===== src/rtl/j_syncreg_wrarb.sv =====
// Round-robin write arbiter for a bank of 16-bit load-enabled sync registers.
// One register write per cycle; a requester granted last cycle is masked for this cycle.
module j_syncreg_wrarb #(
    parameter int unsigned NREQ = 3,
    parameter int unsigned NREG = 8,
    parameter int unsigned AW   = 3
) (
    input  logic                 sys_clk,
    input  logic                 resetl,
    input  logic [NREQ-1:0]      req,
    input  logic [NREQ*AW-1:0]   req_addr,
    input  logic [NREQ*16-1:0]   req_data,
    input  logic                 freeze,
    output logic [NREQ-1:0]      gnt,
    output logic [NREG-1:0]      ld,
    output logic [15:0]          dout,
    output logic                 err,
    output logic                 busy
);

    localparam int unsigned DW = 16;
    localparam int unsigned PW = $clog2(NREQ);

    typedef enum logic [1:0] {IDLE, ISSUE, FROZEN} state_t;

    state_t          state;
    logic [PW-1:0]   rr_ptr;
    logic [NREQ-1:0] mask;
    logic [NREQ-1:0] elig;
    logic [PW-1:0]   scan_idx;
    logic [PW-1:0]   win_idx;
    logic            win_vld;
    logic [AW-1:0]   win_addr;
    logic            win_legal;
    logic [NREG-1:0] win_ld;
    logic [AW-1:0]   addr_a [NREQ];
    logic [DW-1:0]   data_a [NREQ];

    for (genvar i = 0; i < int'(NREQ); i++) begin : g_unpack
        assign addr_a[i] = req_addr[i*AW +: AW];
        assign data_a[i] = req_data[i*DW +: DW];
    end

    // gnt is only ever nonzero while in ISSUE, so it doubles as the mask there
    assign mask = (state == ISSUE) ? gnt : '0;
    assign elig = req & ~mask;
    assign busy = |elig;

    // First eligible requester scanning from rr_ptr, wrapping mod NREQ
    always_comb begin
        win_vld  = 1'b0;
        win_idx  = '0;
        scan_idx = '0;
        for (int unsigned k = 0; k < NREQ; k++) begin
            scan_idx = PW'((32'(rr_ptr) + k) % NREQ);
            if (!win_vld && elig[scan_idx]) begin
                win_vld = 1'b1;
                win_idx = scan_idx;
            end
        end
    end

    // Decode the winner's address into a load strobe; out-of-range gives no strobe
    always_comb begin
        win_addr  = addr_a[win_idx];
        win_legal = 32'(win_addr) < NREG;
        win_ld    = '0;
        for (int unsigned r = 0; r < NREG; r++) begin
            win_ld[r] = win_legal && (32'(win_addr) == r);
        end
    end

    // Output stage: strobes are one-cycle pulses, dout holds between issues
    always_ff @(posedge sys_clk or negedge resetl) begin
        if (!resetl) begin
            state  <= IDLE;
            gnt    <= '0;
            ld     <= '0;
            dout   <= '0;
            err    <= 1'b0;
            rr_ptr <= '0;
        end else begin
            gnt <= '0;
            ld  <= '0;
            err <= 1'b0;
            if (freeze) begin
                state <= FROZEN;
            end else if (win_vld) begin
                state  <= ISSUE;
                gnt    <= NREQ'(1) << win_idx;
                ld     <= win_ld;
                err    <= !win_legal;
                dout   <= data_a[win_idx];
                rr_ptr <= PW'((32'(win_idx) + 1) % NREQ);
            end else begin
                state <= IDLE;
            end
        end
    end

endmodule


===== config.mk =====
export PLATFORM = sky130hd
export DESIGN_NAME = j_syncreg_wrarb
export DESIGN_NICKNAME = d
export VERILOG_FILES = /design/src/rtl/j_syncreg_wrarb.sv
export SDC_FILE = /design/constraint.sdc
export NUM_CORES = 1
export LEC_CHECK = 0
export CELL_PAD_IN_SITES_DETAIL_PLACEMENT = 2
export CELL_PAD_IN_SITES_GLOBAL_PLACEMENT = 2
export CORE_ASPECT_RATIO = 0.5
export CORE_MARGIN = 2
export CORE_UTILIZATION = 26
export DETAILED_ROUTE_END_ITERATION = 10
export PLACE_DENSITY = 0.94
export SLEW_MARGIN = 0
export SYNTH_ARGS = -nofsm -noshare
export SYNTH_HDL_FRONTEND = slang
export SYNTH_SLANG_ARGS = --single-unit

===== constraint.sdc =====
create_clock -name sys_clk -period 8.05 [get_ports sys_clk]
set_input_delay 2.415 -clock sys_clk [delete_from_list [all_inputs] [get_ports sys_clk]]
set_output_delay 2.415 -clock sys_clk [all_outputs]
set_load 0.005 [all_outputs]

# After elaboration in Yosys (flattened, before gate mapping)
# Cells that the tools add are included.
# Widths: inputs -> output; s select.
# op_classes
n_reduce_logical	7
div_mod_pow	4
mux	25
n_eq_ne	8
bitwise	4
magnitude_cmp	4
shifts	1
n_mul	0
addsub	3
# op_table
op	n
$mod 32x2->32 const B	3
$bmux 16 s2	1
$mod 2x2->32 const B	1
$mux 16	2
$mux 8	2
$mux 3	5
$eq 3x3->1 const B	4
$lt 2x3->1 const B	3
$mux 2	4
$mux 1	7
$add 2x1->3 const B	2
$bmux 1 s2	3
$bmux 3 s2	1
$eq 3x2->1 const B	2
$add 2x2->3 const B	1
$and 3x3->3	1
$eq 3x1->1 const B	1
$ge 3x3->1 const B	1
$logic_not 3->1	1
$not 2->3	1
$not 3->3	1
$reduce_or 3->1	1
$shl 1x2->3 const A	1
$eq 2x1->1 const B	1
other kinds (4)	6
# totals
input_bits	63
memories	0
out_inout_bits	29
register_bits	31
latchBits	0
ram_bits	0
mem_bits_ro	0

# Logic depth before layout (Yosys ltp)
# Gate-level depths: netlist of the first run.
# depth
depth_word	20
ltp_mapped	10
mapped_depth_nobuf	8

# Worst setup path after synthesis of the first run
# OpenSTA, ideal clock, no wires.
# synth_timing
path_type	input-to-output
startpoint	input port req[2]
endpoint	output port busy
path_buffers	0
arrival_ns	2.785
cell_stages	2
path_slack_ns	2.850
required_time_ns	5.635
path_cell_list	a22oi_1 -> nand2_1
# synth_via
elab_chain_len	2
# synth_rtl
element	line_no	text
start: declaration	10	input logic [NREQ-1:0] req,
$and 3x3->3	46	assign elig = req & ~mask;
$reduce_or 3->1	47	assign busy = |elig;
end: declaration	18	output logic busy
# No other way between the ends.

# Worst setup path after layout of the first run
# Ends and elaborated chain as after synthesis.

==> results of run 1 <==
==> critical path, delay by kind of cell <==
kind            cells  cell delay (ns)
compound gates      1             0.43
buf+inv             2             0.92
simple gates        1             0.15
==> power by group <==
group / switching (mW) / internal (mW)
clock: 0.0721 / 0.154
sequential: 0.0401 / 0.218
combinational: 0.324 / 0.263
total: 0.436 / 0.635
==> kinds of logic (layout without fill, tap and decap cells) <==
group	count (synthesis)	count (layout)
buffers and inverters	66	143
adder cells (fa/ha/maj)	5	5
AO/OA/AOI/OAI	48	48
flip-flops	31	31
other	1	1
AND/OR/NAND/NOR	64	64
multiplexers	18	18
==> state kept, by name (all words and copies together) (netlist names) <==
register  flops
ld            8
dout         16
rr_ptr        2
state         2
gnt           3
==> layout make-up <==
cell class / count / area [um2] / area share, %
clock inverters: 2 / 35.0 / 1.08
flip-flops and latches: 31 / 776 / 23.8
repair buffers: 93 / 923 / 28.4
multi-input cells: 136 / 1080 / 33.3
well taps: 112 / 140 / 4.30
inverters: 42 / 158 / 4.84
clock buffers: 6 / 139 / 4.27
==> path summary, 6_finish.rpt <==
| kind | startpoint | endpoint | slack, ns | cells past startpoint |
|---|---|---|---|---|
| setup / recovery | req[2] | busy | 1.73 | 4 |
| hold / removal | dout[13] | dout[13] | 0.53 | 2 |
| setup reg to reg | rr_ptr[0] | ld[1] | 4.55 | 8 |
| hold reg to reg | dout[13] | dout[13] | 0.53 | 2 |
| max in group asynchronous | resetl | ld[3] | 5.22 | 2 |
| min in group asynchronous | resetl | dout[4] | 2.54 | 2 |
==> layout by cell type (no fill, tap or decap), types with 3 or more instances in the layout <==
| cell | netlist | final |
|---|---|---|
| and4_1 | 18 | 18 |
| clkbuf_16 | 0 | 5 |
| o31ai_1 | 19 | 19 |
| a31oi_1 | 20 | 19 |
| or4_1 | 19 | 19 |
| clkdlybuf4s50_1 | 0 | 90 |
| buf_4 | 4 | 3 |
| dfrtp_1 | 31 | 31 |
| nand3b_1 | 3 | 3 |
| nor4_1 | 9 | 8 |
| o31a_1 | 3 | 3 |
| inv_1 | 41 | 41 |
| ha_1 | 4 | 4 |
| and2_1 | 3 | 3 |
| mux2i_1 | 17 | 17 |
==> metal layers <==
metal	part of all wire, %	track usage, %	vias up
met3	3.5	4.59	16
li1	-	-	1021
met2	54	41.4	55
met1	40	20.9	1103
met4	2.1	7.47	0
met5	0	0	-
==> synth_stat cells (2+ instances only) <==
library cell	count	share of area, %
and2_1	3	0.89
ha_1	4	2.4
buf_4	4	1.4
o31ai_1	19	6.7
o31a_1	3	1.2
clkbuf_1	17	3.0
a31oi_1	20	5.9
mux2i_1	17	8.0
dfrtp_1	31	37
buf_2	2	0.47
nand2_1	2	0.35
and4_1	18	7.4
nand3b_1	3	1.1
nor4_1	9	2.7
or4_1	19	6.7
and3_1	2	0.59
inv_1	41	7.3
==> metrics by stage <==
step	instance area, um2	utilization [%]	setup slack [ns]	total power, mW
final	3260	40.8	1.73	1.07
after floorplan	2120	-	2.85	0.588
after CTS	3260	40.8	1.77	1.08
after detailed placement	3080	38.7	1.79	0.833
after global placement	3080	38.7	1.94	0.784
after global routing	3260	40.8	1.73	1.14
==> impl_metrics.env, run 1 <==
export IMPL_worstPathArrival_ns=3.91
export IMPL_grt_pass1_vias=2516
export IMPL_cts_made_buffers=5
export IMPL_post_synth_cell_area_avg_um2=9.10
export IMPL_synth_compound_area_share_pct=16.3
export IMPL_nets=376
export IMPL_finalSetupViolCount=0
export IMPL_cts_setup_buffers=0
export IMPL_muxShareOfSynthArea_pct=8.55
export IMPL_clock_sinks=31
export IMPL_status="finished, final reports clean"
export IMPL_finalHoldViolCount=0
export IMPL_synth_simple_gate_area_share_pct=22.7
export IMPL_rows=23
export IMPL_antenna_cells=0
export IMPL_dp_hpwl_um=6200
export IMPL_final_setup_tns_ns=0
export IMPL_start_util_pct=26.6
export IMPL_fill_cells=848
export IMPL_synth_top_family_by_area="simple AND/OR/NAND/NOR gates"
export IMPL_antenna_found_initial=0
export IMPL_drc=0
export IMPL_post_place_cells=414
export IMPL_fmax_ghz=0.158
export IMPL_power_density_nw_per_um2=329
export IMPL_synth_cell_types=36
export IMPL_ys_seq_area_share_pct=36.6
export IMPL_vias=2195
export IMPL_cellLeakagePower_nw=1.42
export IMPL_worst_slew_pin_slew_ns=1.26
export IMPL_overflow=0
export IMPL_clk_pin_slew_ns=0.05
export IMPL_cp_cell_sequence="clkdlybuf4s50_1 > a22oi_1 > nand2_1 > clkdlybuf4s50_1"
export IMPL_clockBufferDepth=2
export IMPL_grt_pass1_wl_um=13800
export IMPL_fin_skew_ns=0.00352
export IMPL_insertion_delay_ns=0.28
export IMPL_avgRoutedWirePerCell_um=21.1
export IMPL_ys_ff_latch=31
export IMPL_syn2layout_area_growth_pct=53.5
export IMPL_synth_warnings=0
export IMPL_synthXorXnorAreaFrac_pct=0
export IMPL_gp_congestion=0.843
export IMPL_drt_total_wl_um=8910
export IMPL_die_area_um2=8940
export IMPL_fin_hold_ws_ns=0.532
export IMPL_drive_gt1_share_pct=5.81
export IMPL_cp_end_kind="primary output"
export IMPL_crit_slowest_cell="clkdlybuf4s50_1"
export IMPL_synth_fp_nets=300
export IMPL_h_tree_depth=2
export IMPL_firstDrtPassIters=4
export IMPL_ys_flop_type="dfrtp_1"
export IMPL_io_pins=92
export IMPL_synth_cells=233
export IMPL_grt_max_degree=40
export IMPL_core_area_um2=7970
export IMPL_period_share_pct=78.5
export IMPL_die_x_um=132
export IMPL_die_h_um=67.9
export IMPL_hp_class="reg -> reg"
export IMPL_first_iter_violations=82
export IMPL_crit_required_ns=5.64
export IMPL_max_stage_delay_ns=0.47
export IMPL_postRouteAntennaNets=0
export IMPL_grt_use_total_pct=20.2
export IMPL_relSlewSlack_pct=15.9
export IMPL_cp_max_fo=4
export IMPL_ir_drop_uv=135
export IMPL_ys_async_sr_fraction_pct=100
export IMPL_path_class="in -> out"
export IMPL_rsz0062_at_grt="false"
export IMPL_synth_edf_count=0
export IMPL_clock_root_buffer="clkbuf_16"
export IMPL_via_per_inst=5.20
export IMPL_cts_tree="built"
export IMPL_io_buffers=90
export IMPL_cp_common_cell="clkdlybuf4s50_1"
export IMPL_finalMaxSlewViolations=0
export IMPL_start_kind="primary input"
export IMPL_synth_area_um2=2120
export IMPL_cap_viol_max_count=0
export IMPL_cts_hold_buffers=0
export IMPL_synth_adder_area_share_pct=2.83
export IMPL_layoutNonFillerInstCount=422
export IMPL_fin_crit_ns=6.32
export IMPL_ctsResizeCount=0
Power figures use the tool's default switching activity.
==> run 2, diff against run 1 <==
Settings changed: CORE_UTILIZATION 26 to 22, PLACE_DENSITY 0.94 to 0.86.
Clock period 8.05 ns to 5.24 ns, I/O delays scaled along.
==> run 2 against run 1 <==
Against the previous run: total power grew 53%; first-iteration DRC count is 22% higher; design area is 1.3% higher; clock skew fell by 0.0017 ns; sequential power rose by 53%; global-route usage shrank 3.8 points; die area is 17% higher; critical path depth is the same; sequential share of layout area fell by 0.32 points; critical endpoint unchanged; largest cell class unchanged; highest routed layer unchanged.
==> impl_metrics.env, run 2 (synthesized netlist as in run 1, its figures left out) <==
export IMPL_final_setup_tns_ns=0
export IMPL_grt_pass1_vias=2408
export IMPL_insertion_delay_ns=0.28
export IMPL_io_buffers=90
export IMPL_nets=378
export IMPL_most_common_layout_cells="clkdlybuf4s50_1 (90), inv_1 (41), dfrtp_1 (31)"
export IMPL_cp_end_kind="primary output"
export IMPL_die_x_um=143
export IMPL_firstDrtPassIters=4
export IMPL_relSlewSlack_pct=36.6
export IMPL_cts_hold_buffers=0
export IMPL_layoutNonFillerInstCount=447
export IMPL_die_h_um=73.4
export IMPL_hold_path_end="dout[13]"
export IMPL_antenna_found_initial=0
export IMPL_finalSetupViolCount=0
export IMPL_final_common_cell="clkdlybuf4s50_1"
export IMPL_cts_tree="built"
export IMPL_r2r_end="ld[1]"
export IMPL_hold_depth=2
export IMPL_fmax_ghz=0.219
export IMPL_finalMaxSlewViolations=0
export IMPL_status="finished, final reports clean"
export IMPL_top_regs="dout (16), ld (8), gnt (3)"
export IMPL_hp_start="dout[13]"
export IMPL_period_share_pct=87.1
export IMPL_clock_root_buffer="clkbuf_16"
export IMPL_first_iter_violations=100
export IMPL_avgRoutedWirePerCell_um=18.8
export IMPL_ir_drop_uv=192
export IMPL_drc=0
export IMPL_grt_max_degree=40
export IMPL_via_per_inst=4.80
export IMPL_crit_required_ns=3.67
export IMPL_postRouteAntennaNets=0
export IMPL_drt_total_wl_um=8420
export IMPL_fin_skew_ns=0.00180
export IMPL_overflow=0
export IMPL_largest_reg_flops=16
export IMPL_grt_use_total_pct=16.4
export IMPL_ctsResizeCount=0
export IMPL_antenna_cells=0
export IMPL_cellLeakagePower_nw=1.43
export IMPL_clk_pin_slew_ns=0.05
export IMPL_r2r_worst_path_cells=8
export IMPL_design_area_um2=3300
export IMPL_dp_hpwl_um=6130
export IMPL_rr_startpoint="rr_ptr[0]"
export IMPL_cts_setup_buffers=0
export IMPL_grt_pass1_wl_um=13200
export IMPL_vias=2145
export IMPL_rsz0062_at_grt="false"
export IMPL_clockBufferDepth=2
export IMPL_fin_crit_ns=4.57
export IMPL_cap_viol_max_count=0
export IMPL_rows=25
export IMPL_fill_cells=1006
export IMPL_top_register="dout"
export IMPL_path_class="in -> out"
export IMPL_io_pins=92
export IMPL_place_area_um2=3130
export IMPL_start_util_pct=22.5
export IMPL_clock_sinks=31
export IMPL_cp_max_fo=4
export IMPL_cts_made_buffers=5
export IMPL_syn2layout_area_growth_pct=55.6
export IMPL_start_kind="primary input"
export IMPL_core_area_um2=9420
export IMPL_h_tree_depth=2
export IMPL_finalHoldViolCount=0
export IMPL_hp_class="reg -> reg"
export IMPL_gp_congestion=0.873
export IMPL_die_area_um2=10500
export IMPL_drive_gt1_share_pct=6.41
export IMPL_power_density_nw_per_um2=496
export IMPL_worst_slew_pin_slew_ns=0.947
export IMPL_worstPathArrival_ns=2.99
export IMPL_ff2ff_setup_slack_ns=2.09
export IMPL_post_place_cells=439
[run 2: cell types whose count changed in the layout (fill, tap and decap cells not counted)]
cell,previous run,this run
buf_4,3,5
[run 2: critical path, cell delays in order]
cell and delay, ns:
clkdlybuf4s50_1 0.46, a22oi_1 0.40, nand2_1 0.10, clkdlybuf4s50_1 0.46
[run 2: layout make-up]
type,instances,area [um2],share of cell area [%]
well taps,135,169,5.12
clock buffers,6,139,4.21
multi-input cells,136,1080,32.9
flip-flops and latches,31,776,23.5
clock inverters,2,35.0,1.06
inverters,42,158,4.78
repair buffers,95,938,28.4
[run 2: power by group]
| group | internal, mW | total, mW | leakage, nW | switching, mW |
|---|---|---|---|---|
| Combinational | 0.410 | 0.895 | 0.963 | 0.485 |
| Sequential | 0.335 | 0.395 | 0.382 | 0.0603 |
| Clock | 0.236 | 0.345 | 0.0868 | 0.109 |
[run 2: stage by stage]
step / util, % / total power, mW / setup slack (ns) / hold slack [ns]
after floorplan: - / 0.903 / 1.73 / 0.510
after global placement: 33.2 / 1.22 / 0.804 / 0.517
after detailed placement: 33.2 / 1.28 / 0.696 / 0.525
after CTS: 35.0 / 1.64 / 0.688 / 0.540
after global routing: 35.0 / 1.74 / 0.617 / 0.567
final: 35.0 / 1.64 / 0.674 / 0.533
[run 2: how the worst max path moves through the flow]
stage	from	to	slack (ns)	cells past startpoint
floorplan	req[2]	busy	1.73	2
global placement	req[1]	busy	0.80	4
detailed placement	req[2]	busy	0.70	4
CTS	req[2]	busy	0.69	4
global route	req[1]	busy	0.62	4
finish	req[2]	busy	0.67	4
[run 2: per-layer routing]
metal	part of all wire [%]	global-route usage, %	vias to the layer above
li1	-	-	1021
met1	43	19.0	1079
met2	52	30.9	33
met3	2.5	2.80	12
met4	1.9	6.27	0
met5	0	0	-
==> run 3, diff against run 2 <==
Settings changed: SLEW_MARGIN 0 to 20.
==> results of run 3 <==
Final layout, timing and power as in run 2 (identical DEF).
